==> src/rtl/ysyx_23060332_wb_arb_pkg.sv <==
// Shared widths, write-back requester encoding and reset priority for the write-back arbiter.
package ysyx_23060332_wb_arb_pkg;

    localparam int unsigned RegAddrBus = 5;
    localparam int unsigned RegDataBus = 32;

    typedef enum logic {
        WB_EXU = 1'b0,
        WB_LSU = 1'b1
    } wb_src_e;

    localparam wb_src_e WbPrioRst = WB_LSU;

endpackage

==> src/rtl/ysyx_23060332_scoreboard.sv <==
// Register busy vector: set on hazard-free issue, cleared when the write-back reaches the
// register file; produces the IDU stall for RAW/WAW hazards.
module ysyx_23060332_scoreboard
    import ysyx_23060332_wb_arb_pkg::*;
#(
    parameter int unsigned ADDR_W = RegAddrBus
) (
    input  logic              clk,
    input  logic              rst,
    input  logic              iss_valid,
    input  logic [ADDR_W-1:0] iss_waddr,
    input  logic [ADDR_W-1:0] raddr1,
    input  logic [ADDR_W-1:0] raddr2,
    input  logic              wb_en,
    input  logic [ADDR_W-1:0] wb_addr,
    output logic              stall
);

    localparam int unsigned NumRegs = 2 ** ADDR_W;

    logic [NumRegs-1:0] busy;
    logic [NumRegs-1:0] busy_eff;
    logic [NumRegs-1:0] busy_d;
    logic               hazard;

    always_comb begin
        // A register being written this cycle is already released to consumers.
        busy_eff = busy;
        if (wb_en) begin
            busy_eff[wb_addr] = 1'b0;
        end
        hazard = ((raddr1    != '0) & busy_eff[raddr1]) |
                 ((raddr2    != '0) & busy_eff[raddr2]) |
                 ((iss_waddr != '0) & busy_eff[iss_waddr]);
        stall  = hazard & rst;

        // Set after clear, so a re-issue of the releasing rd stays tracked.
        busy_d = busy_eff;
        if (iss_valid && !hazard && (iss_waddr != '0)) begin
            busy_d[iss_waddr] = 1'b1;
        end
    end

    always_ff @(posedge clk or negedge rst) begin
        if (!rst) begin
            busy <= '0;
        end else begin
            busy <= busy_d;
        end
    end

endmodule

==> src/rtl/ysyx_23060332_wb_arb.sv <==
// Round-robin EXU/LSU write-back arbiter with registered register-file write command.
// Optional register scoreboard enabled by YSYX_23060332_WB_SCOREBOARD_EN.
module ysyx_23060332_wb_arb
    import ysyx_23060332_wb_arb_pkg::*;
#(
    parameter int unsigned ADDR_W = RegAddrBus,
    parameter int unsigned DATA_W = RegDataBus
) (
    input  logic              clk,
    input  logic              rst,
    input  logic              exu_valid,
    output logic              exu_ready,
    input  logic [ADDR_W-1:0] exu_waddr,
    input  logic [DATA_W-1:0] exu_wdata,
    input  logic              lsu_valid,
    output logic              lsu_ready,
    input  logic [ADDR_W-1:0] lsu_waddr,
    input  logic [DATA_W-1:0] lsu_wdata,
    input  logic              iss_valid,
    input  logic [ADDR_W-1:0] iss_waddr,
    input  logic [ADDR_W-1:0] raddr1,
    input  logic [ADDR_W-1:0] raddr2,
    output logic              stall,
    output logic              reg_wen,
    output logic [ADDR_W-1:0] waddr,
    output logic [DATA_W-1:0] wdata
);

    wb_src_e prio;
    logic    exu_gnt;
    logic    lsu_gnt;

    always_comb begin
        exu_gnt   = exu_valid & (~lsu_valid | (prio == WB_EXU));
        lsu_gnt   = lsu_valid & (~exu_valid | (prio == WB_LSU));
        exu_ready = exu_gnt & rst;
        lsu_ready = lsu_gnt & rst;
    end

    // x0 requests are consumed and rotate priority but never reach the register file.
    always_ff @(posedge clk or negedge rst) begin
        if (!rst) begin
            prio    <= WbPrioRst;
            reg_wen <= 1'b0;
            waddr   <= '0;
            wdata   <= '0;
        end else begin
            reg_wen <= 1'b0;
            if (lsu_gnt) begin
                prio <= WB_EXU;
                if (lsu_waddr != '0) begin
                    reg_wen <= 1'b1;
                    waddr   <= lsu_waddr;
                    wdata   <= lsu_wdata;
                end
            end else if (exu_gnt) begin
                prio <= WB_LSU;
                if (exu_waddr != '0) begin
                    reg_wen <= 1'b1;
                    waddr   <= exu_waddr;
                    wdata   <= exu_wdata;
                end
            end
        end
    end

`ifdef YSYX_23060332_WB_SCOREBOARD_EN
    ysyx_23060332_scoreboard #(
        .ADDR_W(ADDR_W)
    ) u_scoreboard (
        .clk      (clk),
        .rst      (rst),
        .iss_valid(iss_valid),
        .iss_waddr(iss_waddr),
        .raddr1   (raddr1),
        .raddr2   (raddr2),
        .wb_en    (reg_wen),
        .wb_addr  (waddr),
        .stall    (stall)
    );
`else
    logic unused_iss;
    assign unused_iss = ^{iss_valid, iss_waddr, raddr1, raddr2};
    assign stall      = 1'b0;
`endif

endmodule

==> config.mk <==
export PLATFORM = sky130hd
export DESIGN_NAME = ysyx_23060332_wb_arb
export DESIGN_NICKNAME = d
export VERILOG_FILES = /design/src/rtl/ysyx_23060332_wb_arb_pkg.sv /design/src/rtl/ysyx_23060332_scoreboard.sv /design/src/rtl/ysyx_23060332_wb_arb.sv
export SDC_FILE = /design/constraint.sdc
export NUM_CORES = 1
export LEC_CHECK = 0
export BUFFER_PORTS_ARGS = -buffer_cell sky130_fd_sc_hd__buf_2
export CAP_MARGIN = 20
export CORE_MARGIN = 8
export CORE_UTILIZATION = 38
export CTS_BUF_LIST = sky130_fd_sc_hd__clkbuf_16
export DETAILED_ROUTE_END_ITERATION = 10
export PLACE_DENSITY = 0.77
export SLEW_MARGIN = 20
export SYNTH_ARGS = -nofsm -noshare
export SYNTH_HDL_FRONTEND = slang
export SYNTH_SLANG_ARGS = --single-unit
==> constraint.sdc <==
create_clock -name clk -period 1.7 [get_ports clk]
set_input_delay 0.17 -clock clk [delete_from_list [all_inputs] [get_ports clk]]
set_output_delay 0.17 -clock clk [all_outputs]
set_load 0.02 [all_outputs]
==> flow_summary.ini, run 1 <==
[run_status]
run_status = completed

[logic_synthesis]
flops_latches_synth = 39
yosysTopAreaCell = dfrtp_1
mappedNetlistArea_sq_mm = 0.00203
post_synth_top_area_share_pct = 46.9
syn_inst = 135
post_synth_num_cell_types = 18
synth-seq-area-share_pct = 48.2
syn_area_per_cell_sq_um = 15.0
yosysWarningCount = 0
post_synthesis_net_count = 229
ys_top_cells_by_area = dfrtp_1 (47%), mux2_2 (29%), mux2_4 (14%)

[pwr]
power.density_mw_per_mm2 = 1140
total_switching_power_uw = 930
irDropWorstVdd_uv = 787
report.power.total_uw = 3370
p_comb_share_pct = 29.9
cellInternalPower_uw = 2440
netSwitchingFraction_pct = 27.6
p_leak_uw = 0.00149
clockPowerShare_pct = 34.8
seqPwrFrac_pct = 35.2

[timing]
setup_repair_after_global_routing_missed_its_margin = no
clock_period_minus_worst_slack_ns = 1.61
fmax_ghz = 0.621
final.setup_skew_ns = 0.00440
hold_viol = 0
final_max_slew_viol_count = 0
min_period_over_period_pct = 94.7
final-setup-viol-count = 0

[layout]
finalCoreUtilization_pct = 57.5
nets = 354
final-instance-count-excl-fill = 331
area.growth.synth_to_final_pct = 45.9
drive_gt1_share_pct = 79.7
num_antenna_cells = 0
layout.cell_area.non_filler_sq_mm = 0.00296

[detailed_routing]
vias = 1544
post_drt_wl_per_cell_microns = 15.8
totalWireLength_microns = 5220
routed-wl-met3_microns = 508
drc_errors = 0
detail_route.iter0.violations = 12
met2RoutedLength_microns = 2710
drt_pre_antenna_iters = 4
avgViaCountPerCell = 4.66
met1Wirelength_microns = 1970
antenna_violating_nets_post_route = 0
topRoutingLayerUsed = met4

[clock_tree]
insertion_delay_ns = 0.27
tritoncts_buffer_count = 5
clkSinkCount = 39
post-cts-setup-buffers = 0
max-clock-path-buffers = 2
clk_pin_slew_worst_paths_ns = 0.05
root_buffer = clkbuf_16
cts_tree = yes
htree_num_levels = 2
ctsResizeCount = 0

[worst_setup_path]
cells_traversed_along_the_worst_timing_path = o21ai_4 > buf_4 > mux2_2 > mux2_4
timing.critical_path.arrival_ns = 1.76
required_time_reported_for_the_critical_path_endpoint_ns = 1.85
worstReg2RegStart = prio$_DFFE_PN1P_
crit-reg2reg-capture = wdata[7]$_DFFE_PN0P_
critical_path_class = register to register
slowest_delay_ns = 0.39
worst_path_max_delay_cell = dfstp_2
crit_path_end_kind = register
r2r_setup_slack_ns = 0.09
rr_worst_depth = 4
timing.critical_path.from_type = register
critPathMaxFanout = 15

[worst_hold_path]
worstHoldStart = exu_valid
worstHoldPathCells = 2
min_delay_path_class = input pin to register
timing.hold.worst_endpoint = prio$_DFFE_PN1P_

[floorplan]
design.die.area_sq_mm = 0.00792
chipHeight_microns = 89.0
num_io_pins = 135
floorplan.initialDensity_pct = 39.4
rows = 26
die_wd_microns = 89.0
placeableCoreArea_sq_mm = 0.00514

[grt]
grt_antenna_before_repair = 0
overflow_left_after_global_routing = 0
grt_usage_pct = 13.0
grt_first_pass_wirelength_microns = 8020
grt_pass1_vias = 1711
largest_net_degree_at_the_start_of_global_routing = 25

[place]
dpl.cell_count = 322
place_area_sq_mm = 0.00276
dp_hpwl_microns = 4270
routabilityCongestion = 0.709
buffer_ports.inserted = 117

[flow_run]
drv_cap = 0
area by class of cell:
class,count,area (sq um)
inverters,2,7.51
clock inverters,3,63.8
multi-input cells,85,993
clock buffers,5,125
flip-flops and latches,39,977
repair buffers,127,701
well taps,70,87.6
fillers,469,2180
synthesized netlist by cell type, drive strengths merged:
cell / count
o21a: 1
dfstp: 1
nand2: 1
conb: 1
buf: 9
dfrtp: 38
o211ai: 1
o21ai: 2
mux2: 74
inv: 2
nor2: 2
and3: 1
or4: 2
flip-flops by register name, indices dropped and copies added, names as in the netlist:
signal,count
waddr,5
prio,1
reg_wen,1
wdata,32
cells in the final DEF, fill, tap and decap left out, drive strengths merged:
master / count
buf: 126
mux2: 74
dfrtp: 38
clkbuf: 5
inv: 3
o21ai: 2
or4: 2
nor2: 2
bufinv: 2
nand2: 1
and3: 1
o211ai: 1
o21a: 1
conb: 1
dlygate4sd3: 1
dfstp: 1
layer usage:
layer  track usage [%]  vias up
met2              24.4       67
met3              4.04        2
met4              3.63        0
li1                  -      732
met5                 0        -
met1              13.5      743
metrics by stage:
step	setup slack [ns]	setup TNS [ns]	hold WS, ns
global placement	-0.0436	-0.830	0.223
floorplan	0.0238	0	-0.126
detailed placement	-0.0587	-1.32	0.224
CTS	0.0769	0	0.186
finish	0.0895	0	0.187
global route	0.0363	0	0.196
how the worst max path moves through the flow:
| stage | from | to | cells after the start |
|---|---|---|---|
| after floorplan | prio$_DFFE_PN1P_ | waddr[0]$_DFFE_PN0P_ | 5 |
| after global placement | exu_waddr[0] | wdata[4]$_DFFE_PN0P_ | 6 |
| after detailed placement | exu_waddr[0] | wdata[7]$_DFFE_PN0P_ | 6 |
| after CTS | prio$_DFFE_PN1P_ | wdata[28]$_DFFE_PN0P_ | 4 |
| after global routing | prio$_DFFE_PN1P_ | wdata[23]$_DFFE_PN0P_ | 4 |
| final | prio$_DFFE_PN1P_ | wdata[7]$_DFFE_PN0P_ | 4 |
power groups by stage:
| stage | logic, uW | registers, uW | clock network [uW] |
|---|---|---|---|
| finish | 1010 | 1190 | 1180 |
| detailed placement | 1020 | 1200 | 0 |
| floorplan | 421 | 1410 | 0 |
| global placement | 1010 | 1190 | 0 |
| global route | 1070 | 1210 | 1260 |
| CTS | 1030 | 1190 | 1200 |
worst max-delay path: cells and delay by family, from the launching register on:
family	cells	cell delay, ns
AO/OA/AOI/OAI	1	0.21
flip-flops	1	0.39
multiplexers	2	0.63
buffers and inverters	1	0.27
kinds of logic (layout without fill, tap and decap cells):
logic type	count (synthesis)	count (layout)	share of synthesized area, %
mux	74	74	44.7
flops	39	39	48.2
buf+inv	11	137	3.64
simple gates	6	6	1.61
compound gates	4	4	1.67
other cells	1	1	0.185
repair_timing:
| item | in CTS | in global routing |
|---|---|---|
| hold endpoints to repair | 38 | 0 |
| hold buffers | 1 | 0 |
| setup endpoints to repair | 0 | 0 |
No activity file was read; power rests on OpenSTA's default activity.
==> run 2: changes to the inputs <==
Settings changed: ABC_AREA set to 1, PLACE_DENSITY 0.77 to 0.76.
==> run 2 against run 1 <==
Compared with the run above:
- register-to-register slack improved by 0.15 ns
- count of clock-buffer cells in the layout unchanged
- global-route usage increased by 2.7 points
- clock skew decreased by 0.0025 ns
- critical path type is now register to output pin
- largest cell class is now sequential cells
==> flow_summary.ini, run 2 <==
[logic_synthesis]
ys_top_cells_by_area = dfrtp_1 (45%), nand2_1 (33%), nand3_1 (9.2%)
post_synth_num_cell_types = 16
synthFlopType = dfrtp_1
synth_edf_count = 0
syn_area_per_cell_sq_um = 6.95
post_synthesis_net_count = 399
postSynth.asyncResetShare_pct = 100
synth-seq-area-share_pct = 46.1
flops_latches_synth = 39
synth_common_cells = nand2_1 (187), nand3_1 (39), dfrtp_1 (38)
mappedNetlistArea_sq_mm = 0.00212
yosysTopAreaCell = dfrtp_1
post_synth_top_area_share_pct = 44.9
yosysWarningCount = 0
yosys.cell_count.top_type = nand2_1
syn_inst = 305

[timing]
setup_repair_after_global_routing_missed_its_margin = no
final_max_slew_viol_count = 0
hold_slack_ns = 0.132
timing.final.ws_setup_ns = 0.130
final.setup_skew_ns = 0.00185
final-setup-viol-count = 0
fmax_ghz = 0.637
hold_viol = 0
clock_period_minus_worst_slack_ns = 1.57
final.setup.tns_ns = 0
min_period_over_period_pct = 92.3

[grt]
grt_antenna_before_repair = 0
grt_usage_pct = 15.7
largest_net_degree_at_the_start_of_global_routing = 40
grt_first_pass_wirelength_microns = 10900
overflow_left_after_global_routing = 0
grt_pass1_vias = 2291

[worst_setup_path]
timing.critical_path.from_type = register
critical-path-top-delay-family = flip-flops
rr_worst_depth = 7
slowest_delay_ns = 0.52
critical_path_class = register to output pin
crit-reg2reg-capture = wdata[13]$_DFFE_PN0P_
critPathMaxFanout = 9
worst_path_max_delay_cell = dfstp_2
worstSetupStartpoint = prio$_DFFE_PN1P_
r2r_setup_slack_ns = 0.24
crit_path_end_kind = output pin
required_time_reported_for_the_critical_path_endpoint_ns = 1.53
critical_path.n_buffers_inverters = 3
worstReg2RegStart = prio$_DFFE_PN1P_
cp_common_cell = nand2_1
timing.critical_path.arrival_ns = 1.40
cells_traversed_along_the_worst_timing_path = inv_1 > nand2_1 > nand2_1 > buf_4 > nor2_1 > buf_2

[layout]
num_antenna_cells = 0
final-instance-count-excl-fill = 495
finalCoreUtilization_pct = 53.4
final-seq-area_sq_um = 977
multi_input_comb_area_sq_um = 956
flip_flop_count_of_the_largest_register_after_layout = 32
final_common_cell = nand2_1
largest-register = wdata
layout.cells.most_common_list = nand2_1 (187), buf_2 (117), nand3_1 (39)
drive_gt1_share_pct = 33.6
area.growth.synth_to_final_pct = 37.0
fillCellCount = 564
nets = 516
regs_by_ff_count = wdata x32, waddr x5

[detailed_routing]
post_drt_wl_per_cell_microns = 13.3
detail_route.iter0.violations = 55
totalWireLength_microns = 6580
avgViaCountPerCell = 4.61
drt_pre_antenna_iters = 4
antenna_violating_nets_post_route = 0
vias = 2283
drc_errors = 0

[pwr]
cellInternalPower_uw = 2150
power.density_mw_per_mm2 = 1120
netSwitchingFraction_pct = 33.7
seqPwrFrac_pct = 36.7
clockPowerShare_pct = 31.5
p_leak_uw = 0.00180
total_switching_power_uw = 1090
irDropWorstVdd_uv = 446
p_comb_share_pct = 31.8

[clock_tree]
post-cts-setup-buffers = 0
insertion_delay_ns = 0.27
tritoncts_buffer_count = 5
root_buffer = clkbuf_16
clk_pin_slew_worst_paths_ns = 0.05
htree_num_levels = 2
cts_tree = yes
max-clock-path-buffers = 2
clkSinkCount = 39

[place]
place_worst_setup_slack_ns = 0.240
dp_hpwl_microns = 5020
routabilityCongestion = 0.821
buffer_ports.inserted = 117
dpl.cell_count = 486

[floorplan]
chipHeight_microns = 90.7
rows = 27
num_io_pins = 135
design.die.area_sq_mm = 0.00822
placeableCoreArea_sq_mm = 0.00544
die_wd_microns = 90.7
floorplan.initialDensity_pct = 39.0

[worst_hold_path]
timing.hold.worst_endpoint = prio$_DFFE_PN1P_
worstHoldPathCells = 3
worstHoldStart = exu_valid
min_delay_path_class = input pin to register

[flow_run]
drv_cap = 0

[run_status]
run_status = completed
-- run 2: cell types whose count changed in the layout (fill, tap and decap cells not counted), sizes merged, moves of 3 or more --
cell and change:
mux2 -74, inv +3, nor2 +4, nand3 +39, nand2 +188, buf +4
-- run 2: stage by stage --
| step | total power (uW) | area, sq um |
|---|---|---|
| floorplan | 1870 | 2120 |
| global placement | 2220 | 2730 |
| detailed placement | 2250 | 2730 |
| CTS | 3300 | 2900 |
| global route | 3440 | 2900 |
| finish | 3240 | 2900 |
-- run 2: worst reg2reg max path: stages (launching register included) --
cell and delay [ns]:
dfstp_2 0.52, nand2_1 0.07, nand2_1 0.18, nand2_1 0.13, nand2_2 0.09, buf_4 0.25
nand2_1 0.10, nand2_1 0.07
-- run 2: worst max path at each step --
stage,endpoint,cells past startpoint
6_report,lsu_ready,6
5_1_grt,lsu_ready,6
4_1_cts,lsu_ready,6
3_5_place_dp,wdata[24]$_DFFE_PN0P_,7
3_3_place_gp,wdata[24]$_DFFE_PN0P_,8
2_1_floorplan,lsu_ready,6
-- run 2: final cells by class --
type                            count  share of cell area [%]
Sequential cell                    39                    33.7
Multi-Input combinational cell    239                    32.9
Timing Repair Buffer              131                    23.9
Clock buffer                        5                    4.31
Tap cell                           72                    3.10
Clock inverter                      3                    1.34
Inverter                            6                   0.776
-- run 2: per-layer routing --
layer  track usage, %  share of wire (%)  up-vias
met3             5.49                9.0        2
li1                 -                  -     1171
met4             3.47               0.32        0
met2             26.7                 49       77
met5                0                  0        -
met1             18.6                 42     1033
-- run 2: repair_timing --
action / in CTS / in global routing
hold buffers: 1 / 0
endpoints found under the hold margin: 27 / 0
gates resized for setup: 0 / 0
-- run 2: power by group through the flow --
stage | Combinational, uW | Sequential, uW | Clock [uW]
floorplan | 439 | 1430 | 0
global placement | 1020 | 1200 | 0
detailed placement | 1040 | 1200 | 0
CTS | 1050 | 1190 | 1050
global route | 1140 | 1210 | 1080
finish | 1030 | 1190 | 1020
-- run 2: cells by family (layout without fill, tap and decap cells) --
group	count (synthesis)	count (layout)	synth area share [%]
AO/OA/AOI/OAI	3	3	0.708
other	1	1	0.177
flip-flops	39	39	46.1
buffers and inverters	27	145	8.80
AND/OR/NAND/NOR	235	235	44.2
==> run 3: changes to the inputs <==
Settings changed: BUFFER_PORTS_ARGS -buffer_cell sky130_fd_sc_hd__buf_2 to unset, CORE_UTILIZATION 38 to 56, DONT_BUFFER_PORTS set to 1, PLACE_DENSITY 0.76 to 0.74.
==> run 3 against run 2 <==
Compared with the run above:
- via count down 20%
- flip-flop and latch count did not move
- wire length fell by 16%
- clock skew barely moved
- utilization is 8.9 points higher
- design area down 22%
- register-to-register slack improved by 0.04 ns
- critical path depth stayed put
- die area down 27%
- count of clock-buffer cells in the layout unchanged
==> flow_summary.ini, run 3 (synthesis results as in run 2) <==
[clock_tree]
clk_pin_slew_worst_paths_ns = 0.05
max-clock-path-buffers = 2
tritoncts_buffer_count = 5
clkSinkCount = 39
insertion_delay_ns = 0.27
htree_num_levels = 2
post-cts-setup-buffers = 0
root_buffer = clkbuf_16
cts_tree = yes

[pwr]
cellInternalPower_uw = 1820
p_leak_uw = 0.00133
power.density_mw_per_mm2 = 1240
total_switching_power_uw = 1010
netSwitchingFraction_pct = 35.7
clockPowerShare_pct = 30.4
p_comb_share_pct = 18.1
irDropWorstVdd_uv = 665
seqPwrFrac_pct = 51.5

[detailed_routing]
antenna_violating_nets_post_route = 0
avgViaCountPerCell = 5.20
vias = 1834
drc_errors = 0
drt_pre_antenna_iters = 4
totalWireLength_microns = 5490
detail_route.iter0.violations = 67
post_drt_wl_per_cell_microns = 15.6

[layout]
largest-register = wdata
fillCellCount = 347
area.growth.synth_to_final_pct = 7.50
layout.cell_area.non_filler_sq_mm = 0.00228
drive_gt1_share_pct = 7.54
layout.cells.most_common_list = nand2_1 (187), nand3_1 (39), dfrtp_1 (38)
nets = 398
num_antenna_cells = 0
final_common_cell = nand2_1
final-instance-count-excl-fill = 353
regs_by_ff_count = wdata x32, waddr x5
flip_flop_count_of_the_largest_register_after_layout = 32

[worst_setup_path]
critical_path_class = register to output pin
crit_path_end_kind = output pin
critPathMaxFanout = 15
slowest_delay_ns = 0.52
cells_traversed_along_the_worst_timing_path = inv_1 > nand2_1 > nand2_1 > buf_4 > nor2_1 > buf_4
critical_path.n_buffers_inverters = 3
worst_path_max_delay_cell = dfstp_2
timing.critical_path.from_type = register
timing.critical_path.arrival_ns = 1.38
r2r_setup_slack_ns = 0.28
critical-path-top-delay-family = flip-flops
required_time_reported_for_the_critical_path_endpoint_ns = 1.53

[grt]
grt_pass1_vias = 1920
grt_first_pass_wirelength_microns = 9310
overflow_left_after_global_routing = 0
grt_usage_pct = 19.3
grt_antenna_before_repair = 0
largest_net_degree_at_the_start_of_global_routing = 40

[timing]
final.setup.tns_ns = 0
setup_repair_after_global_routing_missed_its_margin = no
hold_viol = 0
final-setup-viol-count = 0
final.setup_skew_ns = 0.00198
timing.final.ws_setup_ns = 0.149
hold_slack_ns = 0.0110
min_period_over_period_pct = 91.2
fmax_ghz = 0.645
clock_period_minus_worst_slack_ns = 1.55
final_max_slew_viol_count = 0

[floorplan]
die_wd_microns = 77.5
num_io_pins = 135
rows = 22
floorplan.initialDensity_pct = 57.9
design.die.area_sq_mm = 0.00601
chipHeight_microns = 77.5
placeableCoreArea_sq_mm = 0.00366

[place]
place_worst_setup_slack_ns = 0.265
dp_hpwl_microns = 4010
dpl.cell_count = 343
buffer_ports.inserted = 0
place_area_sq_mm = 0.00211
routabilityCongestion = 0.749

[flow_run]
drv_cap = 0

[run_status]
run_status = completed

[worst_hold_path]
min_delay_path_class = input pin to register
[run 3: cell count changes in the layout (fill, tap and decap cells not counted)]
| cell | change |
|---|---|
| buf_2 | -117 |
| buf_4 | -3 |
| buf_12 | +2 |
| inv_1 | +2 |
| bufinv_16 | -1 |
| clkinv_1 | -1 |
[run 3: layout make-up]
cell class / count / area [sq um] / area share [%]
Timing Repair Buffer: 13 / 125 / 5.49
Clock buffer: 5 / 125 / 5.49
Clock inverter: 3 / 12.5 / 0.549
Inverter: 6 / 22.5 / 0.988
Multi-Input combinational cell: 239 / 956 / 42.0
Tap cell: 48 / 60.1 / 2.64
Sequential cell: 39 / 977 / 42.9
[run 3: metal layers]
layer / vias to the layer above / global-route usage (%) / share of wire, %
met4: 0 / 5.66 / 1.1
met3: 5 / 10.0 / 12
met1: 818 / 22.1 / 41
li1: 933 / - / -
met5: - / 0 / 0
met2: 78 / 30.7 / 47
[run 3: metrics by stage]
stage / power [uW] / util, %
final: 2840 / 62.2
after global placement: 1960 / 57.7
after floorplan: 1870 / -
after detailed placement: 1980 / 57.7
after global routing: 3010 / 62.2
after CTS: 2880 / 62.2
[run 3: worst paths after layout]
path                                   from                     to  cells past startpoint
max                        prio$_DFFE_PN1P_              lsu_ready                      6
min                               exu_valid       prio$_DFFE_PN1P_                      2
max reg2reg                prio$_DFFE_PN1P_  wdata[26]$_DFFE_PN0P_                      7
min reg2reg                prio$_DFFE_PN1P_       prio$_DFFE_PN1P_                      2
max in group asynchronous               rst       prio$_DFFE_PN1P_                      2
min in group asynchronous               rst  wdata[15]$_DFFE_PN0P_                      2
[run 3: what timing repair did]
item | in CTS | in global routing
endpoints found under the hold margin | 39 | 0
setup endpoints to repair | 0 | 0
hold buffers | 2 | 0
gates resized for setup | 0 | 0
[run 3: power by group through the flow]
stage	clock network (uW)	registers, uW	logic [uW]
CTS	887	1470	525
detailed placement	0	1480	497
global route	918	1490	610
finish	862	1460	514
global placement	0	1480	481
floorplan	0	1430	439
